## src/rtl/float_pkg.sv

```systemverilog
// float_pkg: FSM encoding and format/seed constants shared by float_reciprocal_iter.
// Constants are functions of the format widths, returned wide and sized by the caller.
package float_pkg;
    typedef enum logic [2:0] {IDLE, LOAD, SEED, ITER_A, ITER_B, PACK, MUL, DONE} state_t;
    function automatic int bias(input int ew);
        return (1 << (ew - 1)) - 1;
    endfunction
    function automatic logic [127:0] inf_bits(input int ew, input int mw);
        return ((128'd1 << ew) - 128'd1) << mw;
    endfunction
    function automatic logic [127:0] qnan_bits(input int ew, input int mw);
        return inf_bits(ew, mw) | (128'd1 << (mw - 1));
    endfunction
    // Linear start x0 = 48/17 - 32/17*d, constants truncated to fw fraction bits
    function automatic logic [127:0] seed_c48(input int fw);
        return (128'd48 << fw) / 128'd17;
    endfunction
    function automatic logic [127:0] seed_c32(input int fw);
        return (128'd32 << fw) / 128'd17;
    endfunction
endpackage

```

## src/rtl/fixmul_trunc.sv

```systemverilog
// fixmul_trunc: unsigned fixed-point multiply with FW fraction bits, truncated result.
// Output is registered, so the product appears one cycle after the operands.
module fixmul_trunc #(
    parameter int FW = 27
) (
    input  logic          clk,
    input  logic          reset,
    input  logic [FW+1:0] a,
    input  logic [FW+1:0] b,
    output logic [FW+1:0] p
);
    logic [FW+1:0] p_d, p_q;
    always_comb begin
        p_d = (FW+2)'(({{(FW+2){1'b0}}, a} * {{(FW+2){1'b0}}, b}) >> FW);
    end
    always_ff @(posedge clk or posedge reset) begin
        if (reset) p_q <= '0;
        else p_q <= p_d;
    end
    assign p = p_q;
endmodule

```

## src/rtl/float_reciprocal_iter.sv

```systemverilog
// float_reciprocal_iter: iterative IEEE-754 reciprocal by Newton-Raphson on a fixed-point mantissa.
// Defining FLOAT_RECIP_DIVIDE_EN adds a dividend port and returns dividend/number instead.
module float_reciprocal_iter
    import float_pkg::*;
#(
    parameter int EXP_WIDTH  = 8,
    parameter int MANT_WIDTH = 23,
    parameter int ITERATIONS = 3,
    parameter int GUARD      = 4,
    localparam int DATA_WIDTH = 1 + EXP_WIDTH + MANT_WIDTH
) (
    input  logic                  clk,
    input  logic                  reset,
    input  logic                  enable,
    input  logic [DATA_WIDTH-1:0] number,
`ifdef FLOAT_RECIP_DIVIDE_EN
    input  logic [DATA_WIDTH-1:0] dividend,
`endif
    output logic [DATA_WIDTH-1:0] output_rec,
    output logic                  ack,
    output logic                  busy
);
    localparam int EW = EXP_WIDTH;
    localparam int MW = MANT_WIDTH;
    localparam int DW = DATA_WIDTH;
    localparam int FW = MW + GUARD;
    localparam int W  = FW + 2;
    localparam int XW = EW + 2;
    localparam logic [W-1:0] C48 = W'(seed_c48(FW));
    localparam logic [W-1:0] C32 = W'(seed_c32(FW));
    localparam logic [W-1:0] ONE = W'(1) << FW;
    localparam logic [W-1:0] TWO = W'(2) << FW;
    localparam logic [DW-1:0] QNAN = DW'(qnan_bits(EW, MW));
    localparam logic [DW-1:0] INF = DW'(inf_bits(EW, MW));
    localparam logic signed [XW-1:0] BIAS = XW'(bias(EW));
    localparam logic [2:0] LAST = 3'(ITERATIONS - 1);

    state_t state_q, state_d;
    logic [DW-1:0] num_q, num_d, out_q, out_d;
    logic [W-1:0] x_q, x_d, ma, mb, p, dm, xcur;
    logic [2:0] it_q, it_d;
    logic ack_q, ack_d, busy_q, busy_d;
    logic n_sign;
    logic [EW-1:0] n_exp;
    logic [MW-1:0] n_frac;
    logic signed [XW-1:0] rexp;

    fixmul_trunc #(.FW(FW)) u_mul (.clk(clk), .reset(reset), .a(ma), .b(mb), .p(p));

    assign {n_sign, n_exp, n_frac} = num_q;
    assign dm = W'({1'b1, n_frac}) << (GUARD - 1);
    assign xcur = (it_q == '0) ? x_q : p;
    // Unflushed biased exponent of 1/number; a zero fraction is an exact power of two
    assign rexp = (BIAS <<< 1) - XW'(n_exp) - XW'(n_frac != '0);

`ifdef FLOAT_RECIP_DIVIDE_EN
    localparam logic signed [XW-1:0] EMAX = XW'((1 << EW) - 1);
    logic [DW-1:0] dv_q, dv_d, div_res, q_sign;
    logic dv_sign, n_nan, n_inf, n_zero, d_nan, d_inf, d_zero;
    logic [EW-1:0] dv_exp;
    logic [MW-1:0] dv_frac, qfrac;
    logic [W-1:0] recm, dva;
    logic signed [XW-1:0] qexp;
    assign {dv_sign, dv_exp, dv_frac} = dv_q;
    assign n_nan = (&n_exp) && n_frac != '0;
    assign n_inf = (&n_exp) && n_frac == '0;
    assign n_zero = n_exp == '0;
    assign d_nan = (&dv_exp) && dv_frac != '0;
    assign d_inf = (&dv_exp) && dv_frac == '0;
    assign d_zero = dv_exp == '0;
    assign recm = (n_frac == '0 || p < ONE) ? ONE : p;
    assign dva = W'({1'b1, dv_frac}) << GUARD;
    assign q_sign = {dv_sign ^ n_sign, {(DW-1){1'b0}}};
    assign qexp = XW'(dv_exp) + rexp - BIAS + XW'(p[W-1]);
    assign qfrac = p[W-1] ? p[FW -: MW] : p[FW-1 -: MW];
    assign div_res = (n_nan || d_nan || (n_zero && d_zero) || (n_inf && d_inf)) ? QNAN
                   : (n_zero || d_inf) ? (INF | q_sign)
                   : (d_zero || n_inf) ? q_sign
                   : (!qexp[XW-1] && qexp >= EMAX) ? (INF | q_sign)
                   : (qexp[XW-1] || qexp == '0) ? q_sign
                   : {dv_sign ^ n_sign, qexp[EW-1:0], qfrac};
`else
    logic [DW-1:0] rec_res, n_sbit;
    logic [MW-1:0] rfrac;
    logic rflush;
    assign n_sbit = {n_sign, {(DW-1){1'b0}}};
    assign rflush = rexp[XW-1] || rexp[XW-2:0] == '0;
    // Truncation can leave x a hair under 1.0 when the true value is just above it
    assign rfrac = (n_frac == '0 || p < ONE) ? '0 : p[FW-1 -: MW];
    assign rec_res = (n_exp == '0) ? (INF | n_sbit)
                   : (&n_exp) ? ((n_frac != '0) ? QNAN : n_sbit)
                   : rflush ? n_sbit
                   : {n_sign, rexp[EW-1:0], rfrac};
`endif

    always_comb begin
        state_d = state_q;
        num_d = num_q;
        x_d = x_q;
        it_d = it_q;
        out_d = out_q;
        ack_d = ack_q;
        busy_d = busy_q;
        ma = '0;
        mb = '0;
`ifdef FLOAT_RECIP_DIVIDE_EN
        dv_d = dv_q;
`endif
        case (state_q)
            IDLE: if (enable) begin
                num_d = number;
`ifdef FLOAT_RECIP_DIVIDE_EN
                dv_d = dividend;
`endif
                busy_d = 1'b1;
                state_d = LOAD;
            end
            LOAD: begin
                ma = C32;
                mb = dm;
                state_d = SEED;
            end
            SEED: begin
                x_d = C48 - p;
                it_d = '0;
                state_d = ITER_A;
            end
            ITER_A: begin
                ma = dm;
                mb = xcur;
                x_d = xcur;
                state_d = ITER_B;
            end
            ITER_B: begin
                ma = x_q;
                mb = TWO - p;
                it_d = it_q + 3'd1;
                state_d = (it_q == LAST) ? PACK : ITER_A;
            end
`ifdef FLOAT_RECIP_DIVIDE_EN
            PACK: begin
                ma = dva;
                mb = recm;
                state_d = MUL;
            end
            MUL: begin
                out_d = div_res;
                ack_d = 1'b1;
                busy_d = 1'b0;
                state_d = DONE;
            end
`else
            PACK: begin
                out_d = rec_res;
                ack_d = 1'b1;
                busy_d = 1'b0;
                state_d = DONE;
            end
`endif
            DONE: if (!enable) begin
                ack_d = 1'b0;
                state_d = IDLE;
            end
            default: state_d = IDLE;
        endcase
    end

    always_ff @(posedge clk or posedge reset) begin
        if (reset) begin
            state_q <= IDLE;
            num_q <= '0;
            x_q <= '0;
            it_q <= '0;
            out_q <= '0;
            ack_q <= 1'b0;
            busy_q <= 1'b0;
`ifdef FLOAT_RECIP_DIVIDE_EN
            dv_q <= '0;
`endif
        end else begin
            state_q <= state_d;
            num_q <= num_d;
            x_q <= x_d;
            it_q <= it_d;
            out_q <= out_d;
            ack_q <= ack_d;
            busy_q <= busy_d;
`ifdef FLOAT_RECIP_DIVIDE_EN
            dv_q <= dv_d;
`endif
        end
    end

    assign output_rec = out_q;
    assign ack = ack_q;
    assign busy = busy_q;
endmodule

```

## config.mk

```make
export PLATFORM = sky130hd
export DESIGN_NAME = float_reciprocal_iter
export DESIGN_NICKNAME = d
export VERILOG_FILES = /design/src/rtl/float_pkg.sv /design/src/rtl/fixmul_trunc.sv /design/src/rtl/float_reciprocal_iter.sv
export SDC_FILE = /design/constraint.sdc
export NUM_CORES = 2
export LEC_CHECK = 0
export BUFFER_PORTS_ARGS = -buffer_cell sky130_fd_sc_hd__buf_2
export CAP_MARGIN = 20
export CORE_ASPECT_RATIO = 0.7
export CORE_MARGIN = 2
export CORE_UTILIZATION = 50
export CTS_CLUSTER_DIAMETER = 100
export DETAILED_ROUTE_END_ITERATION = 6
export PLACE_DENSITY_LB_ADDON = 0.1
export REMOVE_ABC_BUFFERS = 1
export SETUP_SLACK_MARGIN = 0.4
export SKIP_LAST_GASP = 1
export SYNTH_ARGS = -nofsm -noshare
export SYNTH_HDL_FRONTEND = slang
export SYNTH_HIERARCHICAL = 1
export SYNTH_SLANG_ARGS = --single-unit
```

## constraint.sdc

```tcl
create_clock -name clk -period 9.44 [get_ports clk]
set_clock_uncertainty 0.1 [all_clocks]
set_input_delay 0.472 -clock clk [delete_from_list [all_inputs] [get_ports clk]]
set_output_delay 0.472 -clock clk [all_outputs]
set_load 0.1 [all_outputs]
```

=== Word level (Yosys, flattened, before mapping) ===
Index checks and enable logic that the tools add are counted.

* Multiply operators: 1
* Reduce and logical (&&, ||, !) cells: 17
* Shifts and indexed selects: 0
* $lt $le $gt $ge: 1
* Bitwise gates (word level): 0
* $add $sub $neg: 5
* Div/mod/pow operators: 0
* Multiplexer cells: 18
* Equality and inequality tests: 9

{| class="wikitable"
|+ Operators with widths
! cell !! number
|-
| one-hot mux 29 bit (3 select lines) || 2
|-
| 2-to-1 mux 32 bit || 3
|-
| one-hot mux 29 bit (2 select lines) || 1
|-
| subtractor 29 bit (first input constant) || 2
|-
| multiplier 29 x 29 -> 56 bit || 1
|-
| 2-to-1 mux 31 bit || 1
|-
| less-than comparator 29 x 28 -> 1 bit (second input constant) || 1
|-
| 2-to-1 mux 29 bit || 1
|-
| zero test 23 bit || 1
|-
| 2-to-1 mux 23 bit || 1
|-
| nonzero test 23 bit || 1
|-
| one-hot mux 3 bit (7 select lines) || 1
|-
| subtractor 9 x 2 -> 10 bit || 1
|-
| equality test 3 x 2 -> 1 bit (second input constant) || 3
|-
| equality test 3 bit (second input constant) || 3
|-
| zero test 9 bit || 1
|-
| 2-to-1 mux 3 bit || 3
|-
| subtractor 8 x 8 -> 9 bit (first input constant) || 1
|-
| zero test 8 bit || 1
|-
| AND reduction 2 bit || 4
|-
| AND reduction 8 bit || 1
|-
| nonzero test 2 bit || 4
|-
| zero test 3 bit || 2
|-
| one-hot mux 3 bit (2 select lines) || 1
|-
| 6 further kinds || 10
|}

* Output and inout bits: 34
* Word-level logic and storage cells: 59
* Bits in read-only memories: 0
* Register bits after elaboration: 130
* Bits in latches: 0
* Memories kept: 0
* Bits in writable memories: 0
* Input port bits: 35

=== Depth between registers and ports, before layout ===
* Depth after elaboration: 7
* Gate-level depth with buffers: 38
* Mapped depth without buffers: 35

=== Modules after synthesis ===
The synthesis kept the hierarchy.

{| class="wikitable"
|+ By module, submodules not included
! module !! cells each !! area each (um^2) !! seq. area each (um^2) !! times used
|-
| fixmul_trunc || 2,996 || 27,432.6 || 725.7 || 1
|-
| float_reciprocal_iter || 825 || 6,735.2 || 2,527.4 || 1
|}

=== Least setup slack after synthesis ===
No wires, ideal clock.

* Path kind: flip-flop to flip-flop
* Start point: register u_mul.p_q[1], in the netlist u_mul/p[1]
* End point: register u_mul.p_q[23], in the netlist u_mul/p[23]
* Slack: 0.223 ns
* Arrival: 8.988 ns
* Library setup time: 0.129 ns
* Cell stages (with the launch flop): 37
* Path buffers: 4
* Period minus slack after synthesis: 9.217 ns
* Required time: 9.211 ns
* Cell sequence: dfrtp_1 inv_1 ha_1 or3b_4 and4bb_1 nand3_1 or3_1 buf_2 xnor2_1 o21ai_0 clkbuf_1 clkbuf_1 nand2_1 fa_1 inv_1 fa_1 inv_1 fa_1 inv_1 fa_1 fa_1 fa_1 fa_1 inv_1 fa_1 inv_1 ha_1 clkbuf_2 nand3_1 nor3_1 a211oi_2 nand2_1 o31ai_2 o211ai_2 o311ai_2 a31oi_1 xor2_1

* Word-level cells in the longest chain between the ends: 3
* Elaborated cells on any way between the ends: 4
* Those cells by class: add/sub (1); mul (1); mux (2)

{| class="wikitable"
|+ Ends and longest elaborated chain
! item !! RTL line !! source
|-
| start, declared || fixmul_trunc.sv:12 || <nowiki>logic [FW+1:0] p_d, p_q;</nowiki>
|-
| start signal, assigned || fixmul_trunc.sv:18 || <nowiki>else p_q <= p_d;</nowiki>
|-
| subtractor 29 bit || float_reciprocal_iter.sv:136 || <nowiki>mb = TWO - p;</nowiki>
|-
| one-hot mux 29 bit (3 select lines) || float_reciprocal_iter.sv:109 || <nowiki>case (state_q)</nowiki>
|-
| net mb[20] || float_reciprocal_iter.sv:40 || <nowiki>logic [W-1:0] x_q, x_d, ma, mb, p, dm, xcur;</nowiki>
|-
| multiplier 29 x 29 -> 56 bit || fixmul_trunc.sv:14 || <nowiki>p_d = (FW+2)'(({{(FW+2){1'b0}}, a} * {{(FW+2){1'b0}}, b}) >> FW);</nowiki>
|-
| net u_mul.p_d[23] || fixmul_trunc.sv:12 ||
|}

The timed path passes the listed nets, and every way through them passes these cells.
A chain may end at the register's enable or synchronous reset.

=== Final worst setup path ===
Ends and elaborated chain as after synthesis.

==> metrics.txt <==
outcome finished clean; fmax 0.1089 GHz; die height 222.7 um; top cell type's share of synthesized area 42.30%; CP Max Fanout 5; first-pass GRT wire length 165.6 mm; Hold EP num_q[30]$_DFFE_PP0P_; Critical Path Sink Type register; Worst-Skew Late Latency 430 ps; vias in the first global route 26760; CTS root buf clkbuf_16; max_slew headroom 33.05%; CTS tree built; Max Slew Vio Count 0; clock slew at reported path FFs 60 ps; share of cells above drive strength 1 12.74%; HPWL Detailed 83.05 mm; crit path DAT 9380 ps; CP required 9640 ps; Cell variety after synth 73; Initial Util 50.35%; CP max-delay cell fa_1; MaxCap Viol Count 0; Synth Cell Area 34170 sq um; Synth area leader fa_1; clock sinks 130; Inserted Clock Buffers 17; GRT overflow 0; Nets 4877; ys async rst share 100.0%; endpoints failing setup 0; Least-Margin Pin Slew 1002 ps; Ports 69; area of the die 70480 sq um; family with the most delay on the worst path adder cells; hold path start number[30]; Worst R2R Setup Slack 260 ps; pin count of the biggest net entering global routing 60; Syn Inst Count 3821; endpoint of the worst register-to-register path u_mul/p[23]$_DFF_PP0_; Worst Path Buf+Inv 6; Seq/Total Area, Yosys 9.521%; most frequent cells after synthesis 786 x inv_1, 722 x fa_1, 522 x nand2_1; CORE AREA 67870 sq um; Tcrit/Tclk final 97.25%; Total GRT Usage 31.13%; initial antenna violation count 4; max incr delay on CP 540 ps; Rows 80; Syn Area/Cell 8.942 sq um; ys flop type dfrtp_1; Final Core Density 56.15%; area delta synth->final 11.53%; dpl cell area 36310 sq um; fillcell total 6268; Reg2Reg Depth 33; Worst Hold Path Cells 3; worst setup path class reg2reg; wire per inst 22.10 um; number of synthesized flops with an enable pin 0; synth top area cells fa_1 42%, dfrtp_1 9.5%, ha_1 8.8%; initial detailed-routing violation count 2212; Yosys warning total 6; die width 316.4 um; total wire length 106.1 mm; flops & latches, synth 130; Critical Path Start Type register; Initial DRT Pass Iterations 6; Non-Filler Cell Area, Final 38110 sq um; vias per cell 5.408; HP Class in2reg; antenna viol nets, final 0; Remaining DRCs 0; H-tree Lvls 4; GP Congestion 0.9672; RSZ-0062 raised after global routing true; cell mode on critical path fa_1; count leader, synth inv_1; clock buffer depth 2; Final Hold Vio Count 0; crit path time final 9180 ps; I/O Buffers 68; R2R Path Start u_mul/p[1]$_DFF_PP0_; routed vias 25960
worst max path at each step:
stage                           startpoint  slack, ps  cells after the start                    end
floorplan             u_mul/p[1]$_DFF_PP0_       -640                     33  u_mul/p[23]$_DFF_PP0_
global placement    state_q[0]$_DFFE_PP0P_         90                     28  u_mul/p[23]$_DFF_PP0_
detailed placement    u_mul/p[1]$_DFF_PP0_        -50                     32  u_mul/p[23]$_DFF_PP0_
CTS                  u_mul/p[11]$_DFF_PP0_        400                     29  u_mul/p[23]$_DFF_PP0_
global route          u_mul/p[1]$_DFF_PP0_         10                     33  u_mul/p[23]$_DFF_PP0_
finish                u_mul/p[1]$_DFF_PP0_        260                     33  u_mul/p[23]$_DFF_PP0_
area by class of cell:
type	count	area (sq um)	area share, %
multi-input cells	2656	27740	72.80
well taps	902	1129	2.962
repair buffers	290	2441	6.406
flip-flops and latches	130	3254	8.540
clock inverters	12	132.6	0.3480
clock buffers	20	446.7	1.172
inverters	786	2953	7.749
diodes	3	7.507	0.01970
repair_timing:
action | 4_1_cts | 5_1_grt
buffers inserted | 24 | 30
gates cloned | 1 | 1
hold endpoints to repair | 6 | 0
endpoints found under the setup margin | 19 | 21
hold buffers | 1 | 0
gates resized for setup | 51 | 91
pin swaps | 34 | 73
kinds of logic (layout without fill, tap and decap cells):
group / count (synthesis) / count (layout) / share of synthesized area (%)
AND/OR/NAND/NOR: 1201 / 1201 / 17.64
XOR/XNOR: 74 / 74 / 1.897
other: 0 / 3 / 0
buffers and inverters: 1036 / 1108 / 11.44
AO/OA/AOI/OAI: 386 / 387 / 7.375
multiplexers: 33 / 33 / 1.077
adder cells (fa/ha/maj): 961 / 961 / 51.05
flip-flops: 130 / 130 / 9.521
placed cells by master, fill, tap and decap left out, drive strengths merged, types with 4 or more instances in the layout:
| master | count |
|---|---|
| mux2 | 30 |
| nor3 | 23 |
| nor2b | 10 |
| o22ai | 10 |
| and3 | 9 |
| or3 | 6 |
| a221oi | 5 |
| nand3 | 22 |
| a221o | 5 |
| xor2 | 27 |
| inv | 788 |
| nor4 | 19 |
| o21ai | 92 |
| o31ai | 5 |
| o21a | 10 |
| xnor2 | 47 |
| nand2 | 522 |
| a41oi | 4 |
| buf | 288 |
| clkbuf | 20 |
| o211ai | 7 |
| or2 | 4 |
| dfrtp | 130 |
| and2 | 472 |
| and4 | 6 |
| o22a | 5 |
| o21bai | 10 |
| a21oi | 129 |
| fa | 722 |
| nand2b | 8 |
| a211oi | 6 |
| clkinv | 5 |
| ha | 239 |
| nor2 | 76 |
| a21o | 25 |
| nand4 | 13 |
| a22o | 36 |
| a31oi | 9 |
metrics by stage:
step / hold slack (ps) / std cells / TNS [ps] / setup WS, ps
after floorplan: 370.6 / 3571 / -8721 / -639.5
after CTS: 132.6 / 4765 / 0 / 401.8
after global placement: 361.4 / 4706 / 0 / 89.37
after detailed placement: 369.0 / 4707 / -70.97 / -47.20
after global routing: 157.8 / 4796 / 0 / 14.49
final: 144.6 / 4799 / 0 / 260.0
layer usage:
layer | GRT usage (%) | vias to the layer above | part of all wire [%]
met4 | 5.097 | 4 | 1.8
met5 | 0 | - | 0.025
met3 | 5.833 | 113 | 9.1
li1 | - | 11580 | -
met2 | 43.06 | 1053 | 40
met1 | 50.79 | 13210 | 49
sequential cells by signal, indices dropped and copies added, names as in the netlist:
| register | flops |
|---|---|
| u_mul/p | 29 |
| num_q | 32 |
| it_q | 3 |
| busy | 1 |
| state_q | 3 |
| ack | 1 |
| output_rec | 32 |
| x_q | 29 |
worst register-to-register path, delay by kind of cell, from the launching register on:
| family | cells | cell delay, ps |
|---|---|---|
| fa+ha+maj | 10 | 4320 |
| simple gates | 9 | 1940 |
| compound gates | 6 | 1360 |
| xor+xnor | 2 | 460 |
| buf+inv | 6 | 450 |
| flops | 1 | 410 |
Power is not shown: default switching activity piles up to over one toggle a cycle in this logic, so the estimate is an artifact.
